## config.mk

```make
export PLATFORM = sky130hd
export DESIGN_NAME = calc_op_sequencer_flat
export DESIGN_NICKNAME = d
export VERILOG_FILES = /design/src/rtl/calc_op_sequencer_if.sv /design/src/rtl/calc_op_sequencer.sv /design/src/flat_wrapper.sv
export SDC_FILE = /design/constraint.sdc
export NUM_CORES = 1
export LEC_CHECK = 0
export BUFFER_PORTS_ARGS = -buffer_cell sky130_fd_sc_hd__buf_2
export CAP_MARGIN = 5
export CORE_UTILIZATION = 45
export CTS_BUF_LIST = sky130_fd_sc_hd__clkbuf_8
export CTS_CLUSTER_SIZE = 25
export DETAILED_ROUTE_END_ITERATION = 8
export PLACE_DENSITY = 0.72
export SETUP_SLACK_MARGIN = 0.2
export SLEW_MARGIN = 20
export SYNTH_ARGS = -nofsm -noshare
export SYNTH_HDL_FRONTEND = slang
export SYNTH_SLANG_ARGS = --single-unit
```

## constraint.sdc

```tcl
create_clock -name clock_i -period 2.5 [get_ports clock_i]
set_clock_uncertainty 0.1 [all_clocks]
set_input_delay 0.125 -clock clock_i [delete_from_list [all_inputs] [get_ports clock_i]]
set_output_delay 0.125 -clock clock_i [all_outputs]
set_load 0.02 [all_outputs]
```

## src/rtl/calc_op_sequencer_if.sv

```systemverilog
// ALU handshake bundle between the calculator sequencer (master) and the
// shared multi-cycle arithmetic unit (slave).
interface calc_op_sequencer_if #(parameter int W = 11);
  logic         alu_start;
  logic [1:0]   alu_op;
  logic [W-1:0] alu_a;
  logic [W-1:0] alu_b;
  logic         alu_abort;
  logic         alu_done;
  logic [W-1:0] alu_result;
  logic         alu_overflow;

  modport master (
    output alu_start, alu_op, alu_a, alu_b, alu_abort,
    input  alu_done, alu_result, alu_overflow
  );

  modport slave (
    input  alu_start, alu_op, alu_a, alu_b, alu_abort,
    output alu_done, alu_result, alu_overflow
  );
endinterface

```

## src/rtl/calc_op_sequencer.sv

```systemverilog
// Calculator control sequencer: edge-detects panel buttons, owns accumulator,
// pending operator and error state, and issues single ALU transactions.
//
// state      | meaning
// S_ENTRY    | waiting for first operand (Equals loads Acc)
// S_WAIT_OP  | Acc valid, waiting for an operator
// S_WAIT_NUM | operator pending, Equals loads operand and issues
// S_ISSUE    | one cycle: AluStart, or divide-by-zero error
// S_EXEC     | waiting for AluDone, bounded by timeout
// S_ERROR    | sticky error until Clear
module calc_op_sequencer #(
  parameter int W       = 11,
  parameter int TIMEOUT = 64
) (
  input  logic                clock_i,
  input  logic                clear_n_i,
  input  logic                clear_i,
  input  logic                equals_i,
  input  logic                add_i,
  input  logic                subtract_i,
  input  logic                multiply_i,
  input  logic                divide_i,
  input  logic [W-1:0]        number_sm_i,
  calc_op_sequencer_if.master alu,
  output logic [W-1:0]        result_o,
  output logic                overflow_o,
  output logic                busy_o
);

  localparam logic [2:0] S_ENTRY    = 3'd0;
  localparam logic [2:0] S_WAIT_OP  = 3'd1;
  localparam logic [2:0] S_WAIT_NUM = 3'd2;
  localparam logic [2:0] S_ISSUE    = 3'd3;
  localparam logic [2:0] S_EXEC     = 3'd4;
  localparam logic [2:0] S_ERROR    = 3'd5;

  localparam logic [1:0] OP_ADD = 2'b00;
  localparam logic [1:0] OP_SUB = 2'b01;
  localparam logic [1:0] OP_MUL = 2'b10;
  localparam logic [1:0] OP_DIV = 2'b11;

  localparam int            TW         = $clog2(TIMEOUT + 1);
  localparam logic [TW-1:0] TIMER_LOAD = TW'(TIMEOUT - 1);

  logic [2:0]    state_q, state_d;
  logic [W-1:0]  acc_q, acc_d;
  logic [W-1:0]  opnd_q, opnd_d;
  logic [1:0]    pend_q, pend_d;
  logic [TW-1:0] timer_q, timer_d;
  logic [5:0]    btn_prev_q;

  logic [5:0]   btn_lvl;
  logic [5:0]   btn_press;
  logic         clr_press, eq_press, op_press;
  logic [1:0]   op_sel;
  logic [W-1:0] mag_ext, number_tc;
  logic         div_zero;
  logic         start, abort;

  assign btn_lvl   = {clear_i, equals_i, add_i, subtract_i, multiply_i, divide_i};
  assign btn_press = btn_lvl & ~btn_prev_q;
  assign clr_press = btn_press[5];
  assign eq_press  = btn_press[4];
  assign op_press  = |btn_press[3:0];

  always_comb begin
    op_sel = OP_DIV;
    if (btn_press[3])      op_sel = OP_ADD;
    else if (btn_press[2]) op_sel = OP_SUB;
    else if (btn_press[1]) op_sel = OP_MUL;
  end

  // Negative zero folds to zero naturally since 0 - 0 = 0.
  assign mag_ext   = {1'b0, number_sm_i[W-2:0]};
  assign number_tc = number_sm_i[W-1] ? ({W{1'b0}} - mag_ext) : mag_ext;
  assign div_zero  = (pend_q == OP_DIV) && (opnd_q == '0);

  always_comb begin
    state_d = state_q;
    acc_d   = acc_q;
    opnd_d  = opnd_q;
    pend_d  = pend_q;
    timer_d = timer_q;
    start   = 1'b0;
    abort   = 1'b0;
    if (clr_press) begin
      state_d = S_ENTRY;
      acc_d   = '0;
      opnd_d  = '0;
      pend_d  = OP_ADD;
      timer_d = '0;
      abort   = (state_q == S_EXEC);
    end else begin
      case (state_q)
        S_ENTRY: begin
          if (eq_press) begin
            acc_d   = number_tc;
            state_d = S_WAIT_OP;
          end
        end
        S_WAIT_OP: begin
          if (eq_press) begin
            acc_d = number_tc;
          end else if (op_press) begin
            pend_d  = op_sel;
            state_d = S_WAIT_NUM;
          end
        end
        S_WAIT_NUM: begin
          if (eq_press) begin
            opnd_d  = number_tc;
            state_d = S_ISSUE;
          end else if (op_press) begin
            pend_d = op_sel;
          end
        end
        S_ISSUE: begin
          if (div_zero) begin
            state_d = S_ERROR;
          end else begin
            start   = 1'b1;
            timer_d = TIMER_LOAD;
            state_d = S_EXEC;
          end
        end
        S_EXEC: begin
          // Down-counter loaded with TIMEOUT-1: terminal count hits on the
          // TIMEOUT-th EXEC cycle, and a late AluDone in that cycle still wins.
          if (alu.alu_done) begin
            if (alu.alu_overflow) begin
              state_d = S_ERROR;
            end else begin
              acc_d   = alu.alu_result;
              state_d = S_WAIT_OP;
            end
          end else if (timer_q == '0) begin
            abort   = 1'b1;
            state_d = S_ERROR;
          end else begin
            timer_d = timer_q - TW'(1);
          end
        end
        S_ERROR: ;
        default: state_d = S_ENTRY;
      endcase
    end
  end

  always_ff @(posedge clock_i or negedge clear_n_i) begin
    if (!clear_n_i) begin
      state_q    <= S_ENTRY;
      acc_q      <= '0;
      opnd_q     <= '0;
      pend_q     <= OP_ADD;
      timer_q    <= '0;
      btn_prev_q <= '0;
    end else begin
      state_q    <= state_d;
      acc_q      <= acc_d;
      opnd_q     <= opnd_d;
      pend_q     <= pend_d;
      timer_q    <= timer_d;
      btn_prev_q <= btn_lvl;
    end
  end

  assign alu.alu_start = start;
  assign alu.alu_abort = abort;
  assign alu.alu_op    = pend_q;
  assign alu.alu_a     = acc_q;
  assign alu.alu_b     = opnd_q;
  assign result_o      = acc_q;
  assign overflow_o    = (state_q == S_ERROR);
  assign busy_o        = (state_q == S_ISSUE) || (state_q == S_EXEC);

endmodule

```

## src/flat_wrapper.sv

```systemverilog
// flat-port wrapper written by rule: the top's interface ports become plain ports
module calc_op_sequencer_flat 
#(
  parameter int W       = 11,
  parameter int TIMEOUT = 64
)
  (clock_i, clear_n_i, clear_i, equals_i, add_i, subtract_i, multiply_i, divide_i, number_sm_i, result_o, overflow_o, busy_o, alu_alu_start, alu_alu_op, alu_alu_a, alu_alu_b, alu_alu_abort, alu_alu_done, alu_alu_result, alu_alu_overflow);
  calc_op_sequencer_if #(.W(W)) alu_i ();
  input  logic clock_i;
  input  logic clear_n_i;
  input  logic clear_i;
  input  logic equals_i;
  input  logic add_i;
  input  logic subtract_i;
  input  logic multiply_i;
  input  logic divide_i;
  input  logic [W-1:0] number_sm_i;
  output logic [W-1:0] result_o;
  output logic overflow_o;
  output logic busy_o;
  output wire logic [$bits(alu_i.alu_start)-1:0] alu_alu_start;
  output wire logic [$bits(alu_i.alu_op)-1:0] alu_alu_op;
  output wire logic [$bits(alu_i.alu_a)-1:0] alu_alu_a;
  output wire logic [$bits(alu_i.alu_b)-1:0] alu_alu_b;
  output wire logic [$bits(alu_i.alu_abort)-1:0] alu_alu_abort;
  input wire logic [$bits(alu_i.alu_done)-1:0] alu_alu_done;
  input wire logic [$bits(alu_i.alu_result)-1:0] alu_alu_result;
  input wire logic [$bits(alu_i.alu_overflow)-1:0] alu_alu_overflow;
  assign alu_alu_start = alu_i.alu_start;
  assign alu_alu_op = alu_i.alu_op;
  assign alu_alu_a = alu_i.alu_a;
  assign alu_alu_b = alu_i.alu_b;
  assign alu_alu_abort = alu_i.alu_abort;
  assign alu_i.alu_done = alu_alu_done;
  assign alu_i.alu_result = alu_alu_result;
  assign alu_i.alu_overflow = alu_alu_overflow;
  calc_op_sequencer #(.W(W), .TIMEOUT(TIMEOUT)) u_core (.clock_i(clock_i), .clear_n_i(clear_n_i), .clear_i(clear_i), .equals_i(equals_i), .add_i(add_i), .subtract_i(subtract_i), .multiply_i(multiply_i), .divide_i(divide_i), .number_sm_i(number_sm_i), .alu(alu_i), .result_o(result_o), .overflow_o(overflow_o), .busy_o(busy_o));
endmodule
```

==> results.ini <==
[outcome]
status = complete, no violations

[synthesis]
syn-num-nets = 274
netlist_instances = 239
ys_ff_latch = 40
yosysSeqAreaShare = 0.446
yosysWarnings = 0
avgSynthCellArea_um2 = 9.38
syn_area_mm2 = 0.00224
ys_types = 48

[route]
vias = 1979
final_antenna_net_count = 0
wl_per_cell_um = 14.7
drt_first_pass_iters = 4
viasPerCell = 5.29
drt-total-wl_um = 5490
drc_errors = 0
drt_iter0_markers = 112

[sta]
maxSlewViolCount = 0
period_share = 0.821
max_slew_margin = 0.394
tns_ns = 0
tightestPinTransition_ns = 0.909
period_needed_ns = 2.05
worst_slack_ns = 0.448
rsz0062_at_grt = no
setup_viol = 0
fmax_mhz = 487
hold_ws_ns = 0.0664
report.final.hold_viol_count = 0

[clocking]
cts_resized = 0
cts_tree = built
cts_buffers = 5
cts_root_buf = clkbuf_8
path_clk_slew_ns = 0.07
clkLatencyLatePin_ns = 0.29
cts_setup_buffers = 0
cts.path.max_buffers = 2
cts_max_level = 2
cts_hold_buf = 11
clkSinkCount = 40

[finish]
fillers = 451
post-route-util = 0.576
fin_nets = 342
antenna_cells = 0
syn_to_final_growth_pct = 22.1
layout-drive-gt1-share = 0.303

[floorplan]
num_rows = 25
dieArea_mm2 = 0.00527
start_util = 0.472
die_w_um = 72.6
core_area_mm2 = 0.00475
pin_count = 71
die_height_um = 72.6

[critical_path]
worstSetupStartpointType = flop
endpoint_kind = primary output
worstPathCellList = or3b_1 > buf_4 > a21oi_1 > buf_2
worstPathMaxFanout = 16
required_ns = 2.28
worstSetupPathType = reg2out
slowest_stage = dfrtp_1
max_stage_delay_ns = 0.49
arrival_ns = 1.83

[power]
p_leak_nw = 1.32
p_per_area_mw_per_mm2 = 945
vdd_ir_drop_max_uv = 415

[placement]
port_buffers = 70
hpwl_um = 3900
place_congestion = 0.843
place_ws_ns = 0.479

[hold_path]
hold_class = in2reg

[grt]
antenna_found_initial = 0
grt_overflow = 0
grt_pass1_vias = 1868
grt_max_degree = 41
grt_use_total = 0.226
grt_pass1_wl_um = 8890

[job]
drv_cap = 0

[metrics by stage]
stage | total power, W | cells | instance area, um2
final | 0.00259 | 374 | 2740
after global routing | 0.00278 | 374 | 2740
after CTS | 0.00260 | 374 | 2740
after detailed placement | 0.00218 | 356 | 2550
after global placement | 0.00216 | 356 | 2550
after floorplan | 0.00192 | 239 | 2240
[cells in the mapped netlist (all sizes together)]
master,number,share of area
a211o,1,0.0039
a211oi,6,0.026
a21boi,1,0.0033
a21o,1,0.0067
a21oi,16,0.037
a221oi,2,0.0078
a22oi,3,0.010
a311oi,3,0.015
a32oi,4,0.016
and2,1,0.0028
and3,1,0.0028
buf,17,0.060
clkbuf,8,0.013
dfrtp,40,0.45
ha,3,0.017
inv,8,0.013
mux2,3,0.015
mux2i,1,0.0045
nand2,26,0.044
nand2b,5,0.014
nand3,4,0.0089
nand3b,1,0.0033
nand4,1,0.0028
nor2,20,0.033
nor2b,4,0.011
nor3,6,0.013
nor3b,4,0.013
nor4,3,0.0084
nor4b,1,0.0067
o21ai,21,0.049
o22a,1,0.0039
o22ai,2,0.0056
o2bb2a,1,0.0089
o311ai,1,0.0039
o31ai,5,0.019
o32ai,1,0.0039
or2,1,0.0028
or3,2,0.0056
or3b,1,0.0039
xnor2,2,0.0078
xor2,7,0.027
[worst paths after layout]
check                                                 from                               to  slack (ns)  depth (start not counted)
setup / recovery             u_core.state_q[2]$_DFFE_PN0P_                    alu_alu_abort        0.45                          4
hold / removal                           alu_alu_result[8]  u_core.alu.alu_a[8]$_DFFE_PN0P_        0.07                          3
setup reg to reg             u_core.state_q[2]$_DFFE_PN0P_  u_core.alu.alu_a[4]$_DFFE_PN0P_        0.46                          5
hold reg to reg            u_core.alu.alu_b[9]$_DFFE_PN0P_  u_core.alu.alu_b[9]$_DFFE_PN0P_        0.41                          2
max in group asynchronous                        clear_n_i    u_core.timer_q[1]$_DFFE_PN0P_        1.35                          2
min in group asynchronous                        clear_n_i  u_core.alu.alu_b[0]$_DFFE_PN0P_        0.40                          2
[worst max-delay path: cells and delay by family, from the launching register on]
family / cells / cell delay [ns]
flops: 1 / 0.49
compound gates: 1 / 0.16
buf+inv: 2 / 0.42
simple gates: 1 / 0.46
[state kept, by name (all words and copies together), names as in the netlist]
name	count
u_core.timer_q	7
u_core.alu.alu_b	11
u_core.alu.alu_op	2
u_core.btn_prev_q	6
u_core.state_q	3
u_core.alu.alu_a	11
[power breakdown]
part,switching (W),internal (W),leakage (nW)
sequential,0.000184,0.000819,0.522
combinational,0.000714,0.000471,0.752
clock,0.000214,0.000185,0.0452
total,0.00111,0.00148,1.32
[logic make-up (layout without fill, tap and decap cells)]
kind of cell	after synthesis	after routing	synth area share
xor gates and xnor gates	9	9	0.0352
adders and majority gates	3	3	0.0167
muxes	4	4	0.0195
buffers and inverters	33	101	0.0865
and+or+nand+nor	81	81	0.177
DFF	40	40	0.446
AOI/OAI and AO/OA	69	69	0.219
[area by class of cell]
| cell class | count | area, um2 | share of cell area |
|---|---|---|---|
| clock buffers | 5 | 68.8 | 0.0251 |
| clock inverters | 2 | 8.76 | 0.00320 |
| inverters | 8 | 30.0 | 0.0110 |
| multi-input cells | 166 | 1050 | 0.383 |
| flip-flops and latches | 40 | 1000 | 0.366 |
| well taps | 67 | 83.8 | 0.0306 |
| repair buffers | 86 | 498 | 0.182 |
[metal layers]
layer	track usage	up-vias	part of all wire
met5	0	-	0
met3	0.0456	8	0.061
met4	0.0980	0	0.016
li1	-	970	-
met1	0.305	925	0.44
met2	0.356	76	0.48
[cell usage in the layout (no fill, tap or decap), types with 5 or more instances in the layout]
cell / Yosys / routed
buf_2: 2 / 70
inv_1: 8 / 9
xor2_1: 7 / 7
dlygate4sd3_1: 0 / 11
dfrtp_1: 40 / 40
buf_4: 12 / 5
o21ai_0: 20 / 20
a211oi_1: 5 / 5
nand2b_1: 5 / 5
nor2_1: 20 / 20
nor3_1: 6 / 6
a21oi_1: 15 / 15
nand2_1: 26 / 26
clkbuf_8: 0 / 5
No activity file was read; power rests on OpenSTA's default activity.
